File: src/rtl/cpu_bus_pkg.sv
// Purpose: shared FSM state codes and address-map constants for the core-to-memory bus master.
// Latency: none (declarations only).
// Backpressure: not applicable.
package cpu_bus_pkg;

    // Master FSM state encoding
    localparam logic [1:0] ST_IDLE    = 2'd0;
    localparam logic [1:0] ST_ISSUE   = 2'd1;
    localparam logic [1:0] ST_CAPTURE = 2'd2;
    localparam logic [1:0] ST_RESP    = 2'd3;

    // Address region codes reported by the decoder
    localparam logic [1:0] REGION_ROM      = 2'd0;
    localparam logic [1:0] REGION_RAM      = 2'd1;
    localparam logic [1:0] REGION_UNMAPPED = 2'd2;

    // Address map: ROM is 0..ROM_LIMIT-1, RAM is RW_BASE..RW_LIMIT-1, the rest is unmapped
    localparam int ROM_LIMIT = 128;
    localparam int RW_BASE   = 128;
    localparam int RW_LIMIT  = 224;

endpackage

File: src/rtl/bus_region_decode.sv
// Purpose: classifies a core address into ROM/RAM/unmapped and flags whether the access is allowed.
// Latency: purely combinational.
// Backpressure: none; result is valid whenever the inputs are.
module bus_region_decode #(
    parameter int RW_BASE  = cpu_bus_pkg::RW_BASE,
    parameter int RW_LIMIT = cpu_bus_pkg::RW_LIMIT
) (
    input  logic [7:0] address,
    input  logic       write,
    output logic       legal,
    output logic [1:0] region
);
    import cpu_bus_pkg::*;

    // Compare in 9 bits so a limit of 256 (no unmapped hole) still works without wrap
    localparam logic [8:0] BASE_9  = 9'(RW_BASE);
    localparam logic [8:0] LIMIT_9 = 9'(RW_LIMIT);

    logic [8:0] addr_9;
    assign addr_9 = {1'b0, address};

    // Region lookup and access permission: ROM is read-only, unmapped space refuses everything
    always_comb begin
        region = REGION_UNMAPPED;
        legal  = 1'b0;
        if (addr_9 < BASE_9) begin
            region = REGION_ROM;
            legal  = ~write;
        end else if (addr_9 < LIMIT_9) begin
            region = REGION_RAM;
            legal  = 1'b1;
        end
    end

endmodule

File: src/rtl/mem_bus_master.sv
// Purpose: single-outstanding core request to synchronous memory bus master with region checking.
// Latency: response 1 cycle after acceptance for refused accesses, 2 for stores, 3 for loads.
// Backpressure: ready is high only when idle; no queueing, the core holds req until accepted.
module mem_bus_master #(
    parameter int RW_BASE  = cpu_bus_pkg::RW_BASE,
    parameter int RW_LIMIT = cpu_bus_pkg::RW_LIMIT
) (
    input  logic       clk,
    input  logic       reset,
    input  logic       req,
    input  logic       req_write,
    input  logic [7:0] req_addr,
    input  logic [7:0] req_wdata,
    output logic       ready,
    output logic       resp_valid,
    output logic [7:0] resp_rdata,
    output logic       resp_err,
    output logic [7:0] bus_address,
    output logic       bus_write,
    output logic [7:0] bus_wdata,
    input  logic [7:0] bus_rdata
);
    import cpu_bus_pkg::*;

    logic [1:0] state_q, state_d;
    logic       wr_q, wr_d;
    logic [7:0] bus_address_q, bus_address_d;
    logic [7:0] bus_wdata_q, bus_wdata_d;
    logic       resp_err_q, resp_err_d;
    logic [7:0] resp_rdata_q, resp_rdata_d;

    logic       dec_legal;
    logic [1:0] dec_region;
    logic       unused_region;

    // Classification is done on the live request so the decision is made at the acceptance edge
    bus_region_decode #(
        .RW_BASE  (RW_BASE),
        .RW_LIMIT (RW_LIMIT)
    ) u_decode (
        .address (req_addr),
        .write   (req_write),
        .legal   (dec_legal),
        .region  (dec_region)
    );

    // Region code is exported by the decoder for other consumers; this block only needs legal
    assign unused_region = ^dec_region;

    // Outputs decode from state so a reset assertion drops bus_write and resp_valid immediately
    assign ready       = (state_q == ST_IDLE);
    assign resp_valid  = (state_q == ST_RESP);
    assign bus_write   = (state_q == ST_ISSUE) && wr_q;
    assign bus_address = bus_address_q;
    assign bus_wdata   = bus_wdata_q;
    assign resp_err    = resp_err_q;
    assign resp_rdata  = resp_rdata_q;

    // Next-state and datapath: latch on acceptance, respond from RESP, always return to IDLE
    always_comb begin
        state_d       = state_q;
        wr_d          = wr_q;
        bus_address_d = bus_address_q;
        bus_wdata_d   = bus_wdata_q;
        resp_err_d    = resp_err_q;
        resp_rdata_d  = resp_rdata_q;
        case (state_q)
            ST_IDLE: begin
                if (req) begin
                    if (dec_legal) begin
                        // Legal access: capture the request and drive it onto the bus next cycle
                        state_d       = ST_ISSUE;
                        wr_d          = req_write;
                        bus_address_d = req_addr;
                        bus_wdata_d   = req_wdata;
                    end else begin
                        // Refused access: skip the bus entirely and leave bus outputs untouched
                        state_d      = ST_RESP;
                        resp_err_d   = 1'b1;
                        resp_rdata_d = 8'h00;
                    end
                end
            end
            ST_ISSUE: begin
                if (wr_q) begin
                    state_d      = ST_RESP;
                    resp_err_d   = 1'b0;
                    resp_rdata_d = 8'h00;
                end else begin
                    state_d = ST_CAPTURE;
                end
            end
            ST_CAPTURE: begin
                // Memory presents read data one cycle after it saw the address
                state_d      = ST_RESP;
                resp_err_d   = 1'b0;
                resp_rdata_d = bus_rdata;
            end
            ST_RESP: begin
                state_d = ST_IDLE;
            end
            default: begin
                state_d = ST_IDLE;
            end
        endcase
    end

    // State and datapath registers with asynchronous reset
    always_ff @(posedge clk or posedge reset) begin
        if (reset) begin
            state_q       <= ST_IDLE;
            wr_q          <= 1'b0;
            bus_address_q <= 8'h00;
            bus_wdata_q   <= 8'h00;
            resp_err_q    <= 1'b0;
            resp_rdata_q  <= 8'h00;
        end else begin
            state_q       <= state_d;
            wr_q          <= wr_d;
            bus_address_q <= bus_address_d;
            bus_wdata_q   <= bus_wdata_d;
            resp_err_q    <= resp_err_d;
            resp_rdata_q  <= resp_rdata_d;
        end
    end

endmodule

File: config.mk
export PLATFORM = sky130hd
export DESIGN_NAME = mem_bus_master
export DESIGN_NICKNAME = d
export VERILOG_FILES = /design/src/rtl/cpu_bus_pkg.sv /design/src/rtl/bus_region_decode.sv /design/src/rtl/mem_bus_master.sv
export SDC_FILE = /design/constraint.sdc
export NUM_CORES = 1
export LEC_CHECK = 0
export ABC_AREA = 1
export CAP_MARGIN = 40
export CELL_PAD_IN_SITES_DETAIL_PLACEMENT = 0
export CELL_PAD_IN_SITES_GLOBAL_PLACEMENT = 1
export CORE_ASPECT_RATIO = 1.4
export CORE_MARGIN = 1
export CORE_UTILIZATION = 32
export DETAILED_ROUTE_END_ITERATION = 10
export PLACE_DENSITY = 0.85
export SYNTH_ARGS = -nofsm -noshare
export SYNTH_HDL_FRONTEND = slang
export SYNTH_SLANG_ARGS = --single-unit
File: constraint.sdc
create_clock -name clk -period 3.3 [get_ports clk]
set_clock_uncertainty 0.15 [all_clocks]
set_input_delay 0.825 -clock clk [delete_from_list [all_inputs] [get_ports clk]]
set_output_delay 0.825 -clock clk [all_outputs]
set_load 0.02 [all_outputs]
==> flow_summary.toml <==
[status]
status = "complete, but fails checks"
violations = "DRC"

[route]
vias = 1156
drc = 4
wire_per_inst_microns = 11.7
dr.pass1.iters = 7
ant_nets = 0
wl_microns = 3020
drt_iter0_drc = 28
avgViaCountPerCell = 4.46

[clocking]
clk_latency_ns = 0.27
cts_buffer_depth = 2
cts_sinks = 28
htree_levels = 1
cts_root_buf = "clkbuf_8"
cts.repair.resized = 0
tritoncts = "built"
hold_buffers = 0
cts_setup_buffers = 0
path_clk_slew_ns = 0.09
cts_buffers = 3

[floorplan]
initial_core_util = 0.337
die_area_sq_mm = 0.00447
die_x_microns = 56.8
ioPinCount = 56
num_rows = 27
core_area_sq_mm = 0.00399
chipHeight_microns = 78.7

[power_and_ir_drop]
power_frac_seq = 0.330
power_density_mw_per_mm2 = 916
swShare = 0.419
clkPwrFrac = 0.114
p_leak_nw = 1.04
p_sw_mw = 0.760
ir_drop_uv = 434
power_frac_comb = 0.556
p_int_mw = 1.05

[grt]
overflow = 0
grt-busiest-layer = "met2"
grt_max_degree = 20
met3_usage = 0.0148
grt_usage = 0.147
grtUsageMet2 = 0.260
grt_first_pass_wirelength_microns = 5200
grt_pass1_vias = 1172
antenna_found_initial = 0
grtUsageMet1 = 0.176

[place]
dp_hpwl_microns = 2190
place_congestion = 0.770
port_buffers = 55
place_area_sq_mm = 0.00193
placed_cells = 255

[synth]
synth_nets = 193
synth_top_area_frac = 0.521
synth-seq-cells = 28
netlist_top_cells_area = "dfrtp_1 52%, nand2_1 17%, nand3_1 10%"
synth_area_per_cell_sq_um = 8.40
yosysWarnings = 0
syn_area_sq_mm = 0.00134
yosysTopAreaCell = "dfrtp_1"
synthDistinctLibCells = 18
synth_cells = 160
synth_seq_area_share = 0.521

[min_path]
worst_hold_path_type = "register to register"

[critical_path]
worstPathRequired_ns = 2.32
worstSetupEndpointType = "output port"
crit_path_start_kind = "register"
crit_type = "register to output port"
critPathMaxStageDelay_ns = 0.66
cp_slowest_cell = "clkdlybuf4s50_1"
critPathMaxFanout = 7
cp_data_arrival_time_ns = 1.81
crit_path_cell_trace = "inv_1 -> ha_1 -> clkdlybuf4s50_1"

[sta]
setup_viol_count_final = 0
timing.final.crit_share = 0.843
max_freq_ghz = 0.360
tightest_slew_ns = 0.600
drv_slew = 0
max-slew-margin-rel = 0.600
fin_crit_ns = 2.78
whs_ns = 0.324
finalHoldViolations = 0
rsz0062_at_grt = "false"
fin_tns_setup_ns = 0

[final_layout]
final_common_cell = "nand2_1"
finalNonFillerCells = 259
diodes = 0
stdcell_area_sq_mm = 0.00198
fillers = 401
final_cell_mix = "62 x nand2_1, 55 x clkdlybuf4s50_1, 28 x dfrtp_1"
fin_nets = 250
area_delta_synth_final_pct = 47.4
drive_above_1_share = 0.0741

[flow_run]
maxCapViolCount = 0
[worst max-delay path: cells and delay by family (launching register included)]
family	cells	cell delay (ns)
fa+ha+maj	1	0.32
flops	1	0.44
buf+inv	2	0.78
[final timing paths]
kind / slack, ns / depth (start not counted) / to / start
min reg2reg: 0.32 / 2 / bus_address[1] / bus_address[1]
min in group asynchronous: 0.76 / 2 / bus_address[2] / reset
min: 0.32 / 2 / bus_address[1] / bus_address[1]
max reg2reg: 1.52 / 8 / resp_rdata[2] / state_q[0]
max in group asynchronous: 1.62 / 3 / resp_rdata[4] / reset
max: 0.52 / 3 / ready / state_q[1]
[logic make-up (layout without fill, tap and decap cells)]
kind of cell / count (synthesis) / count (layout) / share of synthesized area
AND/OR/NAND/NOR: 100 / 100 / 0.335
flip-flops: 28 / 28 / 0.521
adder cells (fa/ha/maj): 5 / 5 / 0.0466
buffers and inverters: 23 / 79 / 0.0810
AO/OA/AOI/OAI: 4 / 4 / 0.0158
[cell usage after synthesis]
| cell type | instances |
|---|---|
| nand2_1 | 62 |
| buf_4 | 2 |
| nand3_1 | 27 |
| nand2_4 | 2 |
| inv_4 | 1 |
| a21oi_1 | 1 |
| ha_1 | 5 |
| nand3_2 | 1 |
| clkinv_4 | 1 |
| dfrtp_1 | 28 |
| buf_6 | 1 |
| inv_1 | 17 |
| clkbuf_1 | 1 |
| o22ai_1 | 1 |
| nor2_1 | 2 |
| o21ai_0 | 2 |
| nor2_4 | 1 |
| nand2_2 | 5 |
[per-stage QoR]
| step | setup slack (ns) | power (mW) | utilization |
|---|---|---|---|
| 4_1_cts | 0.503 | 1.84 | 0.497 |
| 6_report | 0.519 | 1.81 | 0.497 |
| 3_5_place_dp | 0.821 | 1.63 | 0.483 |
| 2_1_floorplan | 1.45 | 1.19 | - |
| 5_1_grt | 0.439 | 1.96 | 0.497 |
| 3_3_place_gp | 0.843 | 1.61 | 0.483 |
[layout make-up]
| type | instances | area [sq um] | area share |
|---|---|---|---|
| Sequential cell | 28 | 701 | 0.354 |
| Timing Repair Buffer | 56 | 558 | 0.282 |
| Multi-Input combinational cell | 109 | 534 | 0.270 |
| Inverter | 19 | 78.8 | 0.0398 |
| Clock buffer | 4 | 55.1 | 0.0278 |
| Tap cell | 43 | 53.8 | 0.0272 |
[metal layers]
metal  wire length (microns)  up-vias  share of wire
met5                       0        -              0
met4                      40        0          0.013
met3                     121        2          0.040
met2                    1570       28           0.52
met1                    1290      520           0.43
li1                        -      606              -
[sequential cells by signal, summed over array words and instances, names as in the netlist]
signal / cells
bus_address: 8
state_q: 2
bus_wdata: 8
wr_q: 1
resp_err: 1
resp_rdata: 8
[power groups by stage]
stage	clock network (mW)	registers (mW)	logic, mW
floorplan	0	0.772	0.421
global placement	0	0.599	1.01
detailed placement	0	0.609	1.02
CTS	0.217	0.602	1.02
global route	0.231	0.621	1.11
finish	0.208	0.599	1.01
(Power assumes the default switching activity.)
